<file path="config.mk">
export PLATFORM = sky130hd
export DESIGN_NAME = pipeline_hazard_unit
export DESIGN_NICKNAME = d
export VERILOG_FILES = /design/src/rtl/pipeline_hazard_unit.sv
export SDC_FILE = /design/constraint.sdc
export NUM_CORES = 1
export LEC_CHECK = 0
export CAP_MARGIN = 15
export CORE_MARGIN = 1
export CORE_UTILIZATION = 30
export CTS_CLUSTER_SIZE = 25
export DETAILED_ROUTE_END_ITERATION = 8
export PLACE_DENSITY_LB_ADDON = 0.2
export SYNTH_ARGS = -nofsm -noshare
export SYNTH_HDL_FRONTEND = slang
export SYNTH_SLANG_ARGS = --single-unit
</file>
<file path="constraint.sdc">
create_clock -name clk -period 2.45 [get_ports clk]
set_input_delay 0.3675 -clock clk [delete_from_list [all_inputs] [get_ports clk]]
set_output_delay 0.3675 -clock clk [all_outputs]
set_load 0.01 [all_outputs]
</file>
<file path="src/rtl/pipeline_hazard_unit.sv">
// Hazard detection and forwarding control for the 5-stage pipeline.
// Shadows the destinations held in ID/EX (E) and EX/MEM (M) to drive stall, flush and EX operand selects.
module pipeline_hazard_unit #(
    parameter int ADDR_W = 5,
    parameter int FWD_EN = 1,
    parameter int CNT_W  = 16
) (
    input  logic              clk,
    input  logic              reset,
    input  logic              id_valid,
    input  logic [ADDR_W-1:0] id_rs,
    input  logic [ADDR_W-1:0] id_rt,
    input  logic              id_uses_rs,
    input  logic              id_uses_rt,
    input  logic [ADDR_W-1:0] id_dest,
    input  logic              id_reg_write,
    input  logic              id_mem_read,
    input  logic              ex_redirect,
    output logic              stall,
    output logic              flush_if_id,
    output logic              flush_id_ex,
    output logic [1:0]        fwd_a_sel,
    output logic [1:0]        fwd_b_sel,
    output logic [CNT_W-1:0]  stall_count,
    output logic [CNT_W-1:0]  flush_count
);

    localparam bit FWD = (FWD_EN != 0);
    localparam logic [CNT_W-1:0] CNT_ONE = {{(CNT_W-1){1'b0}}, 1'b1};
    localparam logic [CNT_W-1:0] CNT_MAX = {CNT_W{1'b1}};

    logic              e_v;
    logic              e_wr;
    logic              e_ld;
    logic [ADDR_W-1:0] e_dest;
    // M never needs the load flag: a load in MEM is already forwardable from WB.
    logic              m_v;
    logic              m_wr;
    logic [ADDR_W-1:0] m_dest;

    logic e_live;
    logic m_live;
    logic x_a;
    logic x_b;
    logic m_a;
    logic m_b;
    logic hazard;
    logic bubble;
    logic [1:0] fa_next;
    logic [1:0] fb_next;

    assign e_live = e_v & e_wr & (e_dest != '0);
    assign m_live = m_v & m_wr & (m_dest != '0);

    assign x_a = id_valid & id_uses_rs & e_live & (e_dest == id_rs);
    assign x_b = id_valid & id_uses_rt & e_live & (e_dest == id_rt);
    assign m_a = id_valid & id_uses_rs & m_live & (m_dest == id_rs);
    assign m_b = id_valid & id_uses_rt & m_live & (m_dest == id_rt);

    always_comb begin
        hazard = 1'b0;
        if (FWD) begin
            hazard = id_valid & e_ld & (x_a | x_b);
        end else begin
            hazard = x_a | x_b | m_a | m_b;
        end
    end

    // Redirect wins over stall; everything is quiet while in reset.
    assign stall       = ~reset & ~ex_redirect & hazard;
    assign flush_if_id = ~reset & ex_redirect;
    assign flush_id_ex = ~reset & ex_redirect;

    assign bubble = stall | ex_redirect | ~id_valid;

    always_comb begin
        fa_next = 2'd0;
        fb_next = 2'd0;
        if (FWD && !bubble) begin
            if (x_a) begin
                fa_next = 2'd1;
            end else if (m_a) begin
                fa_next = 2'd2;
            end
            if (x_b) begin
                fb_next = 2'd1;
            end else if (m_b) begin
                fb_next = 2'd2;
            end
        end
    end

    always_ff @(posedge clk) begin
        if (reset) begin
            e_v         <= 1'b0;
            e_wr        <= 1'b0;
            e_ld        <= 1'b0;
            e_dest      <= '0;
            m_v         <= 1'b0;
            m_wr        <= 1'b0;
            m_dest      <= '0;
            fwd_a_sel   <= 2'd0;
            fwd_b_sel   <= 2'd0;
            stall_count <= '0;
            flush_count <= '0;
        end else begin
            m_v    <= e_v;
            m_wr   <= e_wr;
            m_dest <= e_dest;
            if (bubble) begin
                e_v    <= 1'b0;
                e_wr   <= 1'b0;
                e_ld   <= 1'b0;
                e_dest <= '0;
            end else begin
                e_v    <= 1'b1;
                e_wr   <= id_reg_write;
                e_ld   <= id_mem_read;
                e_dest <= id_dest;
            end
            fwd_a_sel <= fa_next;
            fwd_b_sel <= fb_next;
            if (stall && stall_count != CNT_MAX) begin
                stall_count <= stall_count + CNT_ONE;
            end
            if (ex_redirect && flush_count != CNT_MAX) begin
                flush_count <= flush_count + CNT_ONE;
            end
        end
    end

endmodule

</file>
; Yosys cells after proc, flatten, opt, wreduce, memory -nomap -nowiden
; Index checks and enable logic that the tools add are counted.
[totals]
output_inout_bits = 39
reg_bits = 51
inputBits = 23
word_cells = 58
[op_classes]
n_bitwise = 25
addsub = 2
n_eq_ne = 6
reduce_logical = 7
mux = 5
[op_table]
columns = op, n
row1 = $add A16 B1 Y16 const B, 2
row2 = $ne A16 B16 Y1 const B, 2
row3 = $eq A5 B5 Y1, 4
row4 = $and A1 B1 Y1, 19
row5 = $reduce_bool A5 Y1, 2
row6 = $reduce_or A3 Y1, 2
row7 = $mux W2, 2
row8 = $mux W1, 3
row9 = $not A1 Y1, 3
row10 = $or A1 B1 Y1, 3
row11 = $logic_and A1 B1 Y1, 2
row12 = $reduce_or A2 Y1, 1

; Depth between registers and ports, before layout
[depth]
word_depth = 10
depth_mapped = 9
mapped_depth_nobuf = 7

; Worst setup path after synthesis
; OpenSTA, ideal clock, no wires.
[synth_timing]
kind = reg-to-reg
start = register e_dest[1]
end = register fwd_b_sel[1]
arrival_time_ns = 2.154
setup_ns = 0.100
stages_incl_launch_ff = 8
setup_slack_ns = 0.197
period_less_slack_ns = 2.253
n_path_buf = 0
t_required_ns = 2.350
path_cell_list = dfxtp_1 -> or4_1 -> o211ai_2 -> or3_2 -> a21o_4 -> inv_2 -> or4_4 -> a2111oi_4
[synth_via]
elab_chain_cells = 10
word_cells_on_any_way = 14
classes_between = 2 x eq/ne / 10 x bitwise / 2 x reduce/logical
[synth_lines]
columns = element, line_no
row1 = start: declaration, 35  ; logic [ADDR_W-1:0] e_dest;
row2 = start signal: assignment, 119  ; e_dest <= id_dest;
row3 = $reduce_bool A5 Y1, 52  ; assign e_live = e_v & e_wr & (e_dest != '0);
row4 = $and A1 B1 Y1, 52
row5 = $and A1 B1 Y1 (on tied branches) (2 in a row), "55, 56"
row6 = $or A1 B1 Y1 (*), n/a
row7 = $and A1 B1 Y1 (*), 63  ; hazard = id_valid & e_ld & (x_a | x_b);
row8 = $and A1 B1 Y1 (*), 70  ; assign stall = ~reset & ~ex_redirect & hazard;
row9 = net stall, 19  ; output logic stall,
row10 = $or A1 B1 Y1 (*) (2 in a row), 74  ; assign bubble = stall | ex_redirect | ~id_valid;
row11 = $reduce_or A3 Y1 (no source line) (*), n/a
row12 = end signal: assignment, 122  ; fwd_b_sel <= fb_next;
row13 = end: declaration, 23  ; output logic [1:0] fwd_b_sel,
; The timed path passes the listed nets; every way through them passes the cells marked *.
; A chain may end at the register's enable or synchronous reset.

; Final worst setup path
[layout_timing]
start = input port reset
end = output port flush_id_ex
[layout_via]
elab_chain_cells = 2
[layout_lines]
columns = element, line_no
row1 = start: declaration, 9  ; input logic reset,
row2 = $not A1 Y1, 72  ; assign flush_id_ex = ~reset & ex_redirect;
row3 = $and A1 B1 Y1, 72
row4 = end: declaration, 21  ; output logic flush_id_ex,
; Every way passes these cells.

==> results by stage <==
Worst setup path:
- The critical path start-end classification is input pin to output port.
- The sort of element at the end of the critical path is an output port.
- The most critical setup path has its startpoint at reset.
- The worst reg-to-reg setup slack is 0.12 ns.
- The destination of the worst register-to-register timing path is stall_count[5].
- STA classifies the critical path startpoint as an input pin.
- For the worst flop-to-flop path, the logic depth is 8.
- The origin of the critical flop-to-flop path is e_dest[2].
- The critical path arrival is 2.00 ns.
- The worst endpoint required time is 2.08 ns.
- Along the worst path, the maximum fanout reaches 40.

Timing:
- The final worst clock skew is 0.002591 ns.
- The post-layout minimum cycle time is 2.366 ns.
- The final hold slack is 0.4809 ns.
- The share of the clock period used by the worst path after layout is 96.57%.
- The final setup violation count is 0.
- The count of final max-slew check failures came to 0.
- For the pin with the worst max-slew slack, the measured transition is 0.5083 ns.
- The achievable frequency is 422.6 MHz.
- Headroom to the max-slew limit came out at 65.85%.
- The number of hold-slack violations in the final timing report is 0.
- The final worst-path setup slack is 0.08392 ns.

Pwr:
- The leakage component of the power is 1.204 nW.
- The power per standard cell area is 426.9 mW/mm^2.
- The worst-case IR drop observed on VDD is 0.3243 mV.

Detailed routing:
- The initial DRC count is 71.
- The first-pass detailed-route iteration total is 6.
- After detailed routing, the average wire length per cell comes to 13.12 um.
- The average via count per standard cell is 4.876.
- Summed over all layers, the routed wires come to 5.917 mm.
- The detail route stage leaves a number of antenna-violating nets equal to 0.
- The total via count after detailed routing is 2,199.
- For this run, design rule violations remaining after detail routing come to 0.

Worst hold path:
- The path class of the tightest hold or removal check is flop to flop.
- The startpoint identified for the worst hold timing path is e_v.
- For hold timing, the worst endpoint is m_v.
- Along the worst hold path, the cell count comes to 1.

Floorplan:
- The number of primary I/O pins is 62.
- In this run the horizontal extent of the chip is 90.10 um.
- The overall die area is 0.008118 mm^2.
- The core region is 0.007370 mm^2.
- The height of the die is 90.10 um.
- The initial utilization of the core area, before any placement, comes to 31.60%.
- The floorplan has 31 rows.

Clocking:
- The clock latency on the worst-skew pair is 0.30 ns.
- The clock drives 51 sinks.
- The clock tree from TritonCTS is yes.
- Buffers inserted to repair hold after CTS numbered 0.
- TritonCTS created 5 clock buffers.
- In this run the deepest clock path goes through 2 buffers.
- The total number of H-tree levels is 2.
- The clock slew seen by the registers of the worst setup and hold paths is 0.09 ns.
- CTS placed an instance of sky130_fd_sc_hd__clkbuf_8 at the clock tree root.

Synthesis:
- The number of synthesized flops with an enable pin is 0.
- In this run, synthesis produced a sequential element count of 51.
- The predominant post-synthesis flop cell is sky130_fd_sc_hd__dfxtp_1.
- The share of the Yosys chip area taken by registers is 43.85%.
- The average instance area after synthesis is 8.956 um^2.
- Counting distinct cell types in the post-synthesis netlist gives 39.
- Counting every instance in the synthesized netlist gives 260.
- The total number of yosys warnings is 0.
- Summing every instance area after synthesis gives 0.002328 mm^2.
- Counting every net in the synthesized netlist gives 285.
- Of all flip-flops after synthesis, the portion carrying an async set or reset was 0%.

Global route:
- The first global-routing pass estimated 9.660 mm of wire.
- The number of antenna violations at the first check in global routing was 0.
- The maximum number of pins on one net before global-route repair is 41.
- Global routing consumed, over all layers together, 14.64% of the routing resources.
- The via count of the first global-routing pass is 2,042.
- Summed over all layers, the global routing overflow is 0.

Layout:
- The number of diodes added for antenna fixing is 0.
- In the final layout, the share of cells above drive strength 1 is 15.34%.
- The final core area utilization is 46.21%.
- The layout-stage area growth over the synthesis result is 46.27%.
- The finished layout holds 451 standard cells, fillers aside.
- The count of nets after finishing is 376.
- The fill cell instance count of the final layout is 719.

Placed design:
- The number of port buffers is 61.
- The final weighted congestion of routability-driven global placement is 0.8037.
- The HPWL after detailed placement is 4.119 mm.
- The post-placement cell count is 436.
- The worst slack after detailed placement is -0.3382 ns.

Status:
- The flow ran to the end, and the final reports show no timing, DRC or antenna violations.

Job:
- The max-capacitance violation count is 0.
synth_stat cells (2+ instances only):
library cell	number	area (um^2)
sky130_fd_sc_hd__or4_1	6	45.04
sky130_fd_sc_hd__nor2b_1	10	62.56
sky130_fd_sc_hd__and2_1	7	43.79
sky130_fd_sc_hd__nand4_1	13	81.33
sky130_fd_sc_hd__o31ai_1	5	37.54
sky130_fd_sc_hd__clkbuf_1	6	22.52
sky130_fd_sc_hd__xor2_1	18	157.7
sky130_fd_sc_hd__and3_1	2	12.51
sky130_fd_sc_hd__inv_1	4	15.01
sky130_fd_sc_hd__and4_1	4	35.03
sky130_fd_sc_hd__dfxtp_1	51	1021
sky130_fd_sc_hd__nor4_1	2	12.51
sky130_fd_sc_hd__xnor2_1	15	131.4
sky130_fd_sc_hd__nand2_1	15	56.30
sky130_fd_sc_hd__ha_1	2	25.02
sky130_fd_sc_hd__a21oi_1	14	70.07
sky130_fd_sc_hd__nand3_1	13	65.06
sky130_fd_sc_hd__mux2i_1	2	20.02
sky130_fd_sc_hd__o21ai_0	13	65.06
sky130_fd_sc_hd__or3_1	11	68.82
sky130_fd_sc_hd__a211o_1	2	17.52
sky130_fd_sc_hd__nor2_1	26	97.59
sky130_fd_sc_hd__nor3_1	3	15.01
worst max-delay path by stage:
stage                           end  slack [ns]  cells past startpoint
global route                  stall       -0.02                      7
global placement              stall       -0.33                      7
CTS                 stall_count[10]        0.05                      9
detailed placement            stall       -0.34                      7
finish                  flush_id_ex        0.08                      4
floorplan              fwd_b_sel[1]        0.20                      7
state kept, by name, indices dropped and copies added, names as in the netlist:
signal       count
flush_count     16
e_v              1
fwd_b_sel        2
m_dest           5
fwd_a_sel        2
e_wr             1
m_wr             1
stall_count     16
m_v              1
e_ld             1
e_dest           5
per-stage QoR:
step	total power, mW	setup TNS, ns	area [um^2]
global placement	0.9985	-3.449	3208
floorplan	0.9160	0	2328
CTS	1.470	0	3356
finish	1.454	0	3406
global route	1.526	-0.03350	3406
detailed placement	0.9981	-3.678	3208
where the power goes:
group	switching, mW	total (mW)	internal (mW)
clock network	0.274	0.471	0.196
registers	0.0100	0.848	0.838
logic	0.0565	0.136	0.0790
cell families after synthesis:
group	after synthesis	share of synthesized area [%]
xor gates and xnor gates	33	12.41
muxes	2	0.8598
AOI/OAI and AO/OA	41	11.88
buffers and inverters	13	2.310
adders and majority gates	2	1.075
DFF	51	43.85
and+or+nand+nor	118	27.62
placed cells by master (no fill, tap or decap), types with 2 or more instances in the layout:
master                            netlist  layout
sky130_fd_sc_hd__and4_1                 4       4
sky130_fd_sc_hd__buf_4                  1      27
sky130_fd_sc_hd__xnor2_1               15      15
sky130_fd_sc_hd__ha_1                   2       2
sky130_fd_sc_hd__and2_1                 7       7
sky130_fd_sc_hd__nor3_1                 3       3
sky130_fd_sc_hd__and3_1                 2       2
sky130_fd_sc_hd__o31ai_1                5       5
sky130_fd_sc_hd__inv_1                  4       4
sky130_fd_sc_hd__or4_4                  1       3
sky130_fd_sc_hd__nand4_1               13      13
sky130_fd_sc_hd__o21ai_0               13      13
sky130_fd_sc_hd__clkbuf_8               0       5
sky130_fd_sc_hd__mux2i_1                2       2
sky130_fd_sc_hd__dfxtp_1               51      50
sky130_fd_sc_hd__or4_1                  6       4
sky130_fd_sc_hd__clkdlybuf4s50_1        0      54
sky130_fd_sc_hd__nand2_1               15      15
sky130_fd_sc_hd__nor2b_1               10      10
sky130_fd_sc_hd__a211o_2                0       2
sky130_fd_sc_hd__xor2_1                18      17
sky130_fd_sc_hd__clkinv_2               0       3
sky130_fd_sc_hd__nand3_1               13      13
sky130_fd_sc_hd__a21oi_1               14      13
sky130_fd_sc_hd__or3_1                 11      11
sky130_fd_sc_hd__dlymetal6s2s_1         0       3
sky130_fd_sc_hd__dlygate4sd2_1          0       3
sky130_fd_sc_hd__buf_6                  0       2
sky130_fd_sc_hd__nor2_1                26      26
sky130_fd_sc_hd__nor4_2                 0       2
per-layer routing:
layer	vias to the layer above	GRT usage [%]	routed length, um
met5	-	0	0
met4	0	4.301	55
met3	6	3.299	275
met2	61	23.60	2792
met1	1026	19.48	2793
li1	1106	-	-
cell type report:
| cell class | instances | area, um^2 | share of cell area [%] |
|---|---|---|---|
| tap | 99 | 123.9 | 3.637 |
| timing repair buffer | 90 | 839.6 | 24.65 |
| clock inverter | 3 | 15.01 | 0.4409 |
| clock buffer | 5 | 68.82 | 2.021 |
| inverter | 5 | 18.77 | 0.5511 |
| multi-input combinational | 198 | 1318 | 38.68 |
| sequential | 51 | 1022 | 30.01 |
worst max-delay path, cell delays in order:
cell and delay [ns]:
sky130_fd_sc_hd__clkdlybuf4s50_1 0.45, sky130_fd_sc_hd__buf_4 0.29, sky130_fd_sc_hd__nor2b_1 0.28, sky130_fd_sc_hd__clkdlybuf4s50_1 0.60
timing repair:
item,CTS,global route
endpoints found under the setup margin,2,11
cloned,0,2
gates resized for setup,10,10
setup buffers,6,0
pin swaps,8,8
(Power assumes the default switching activity.)
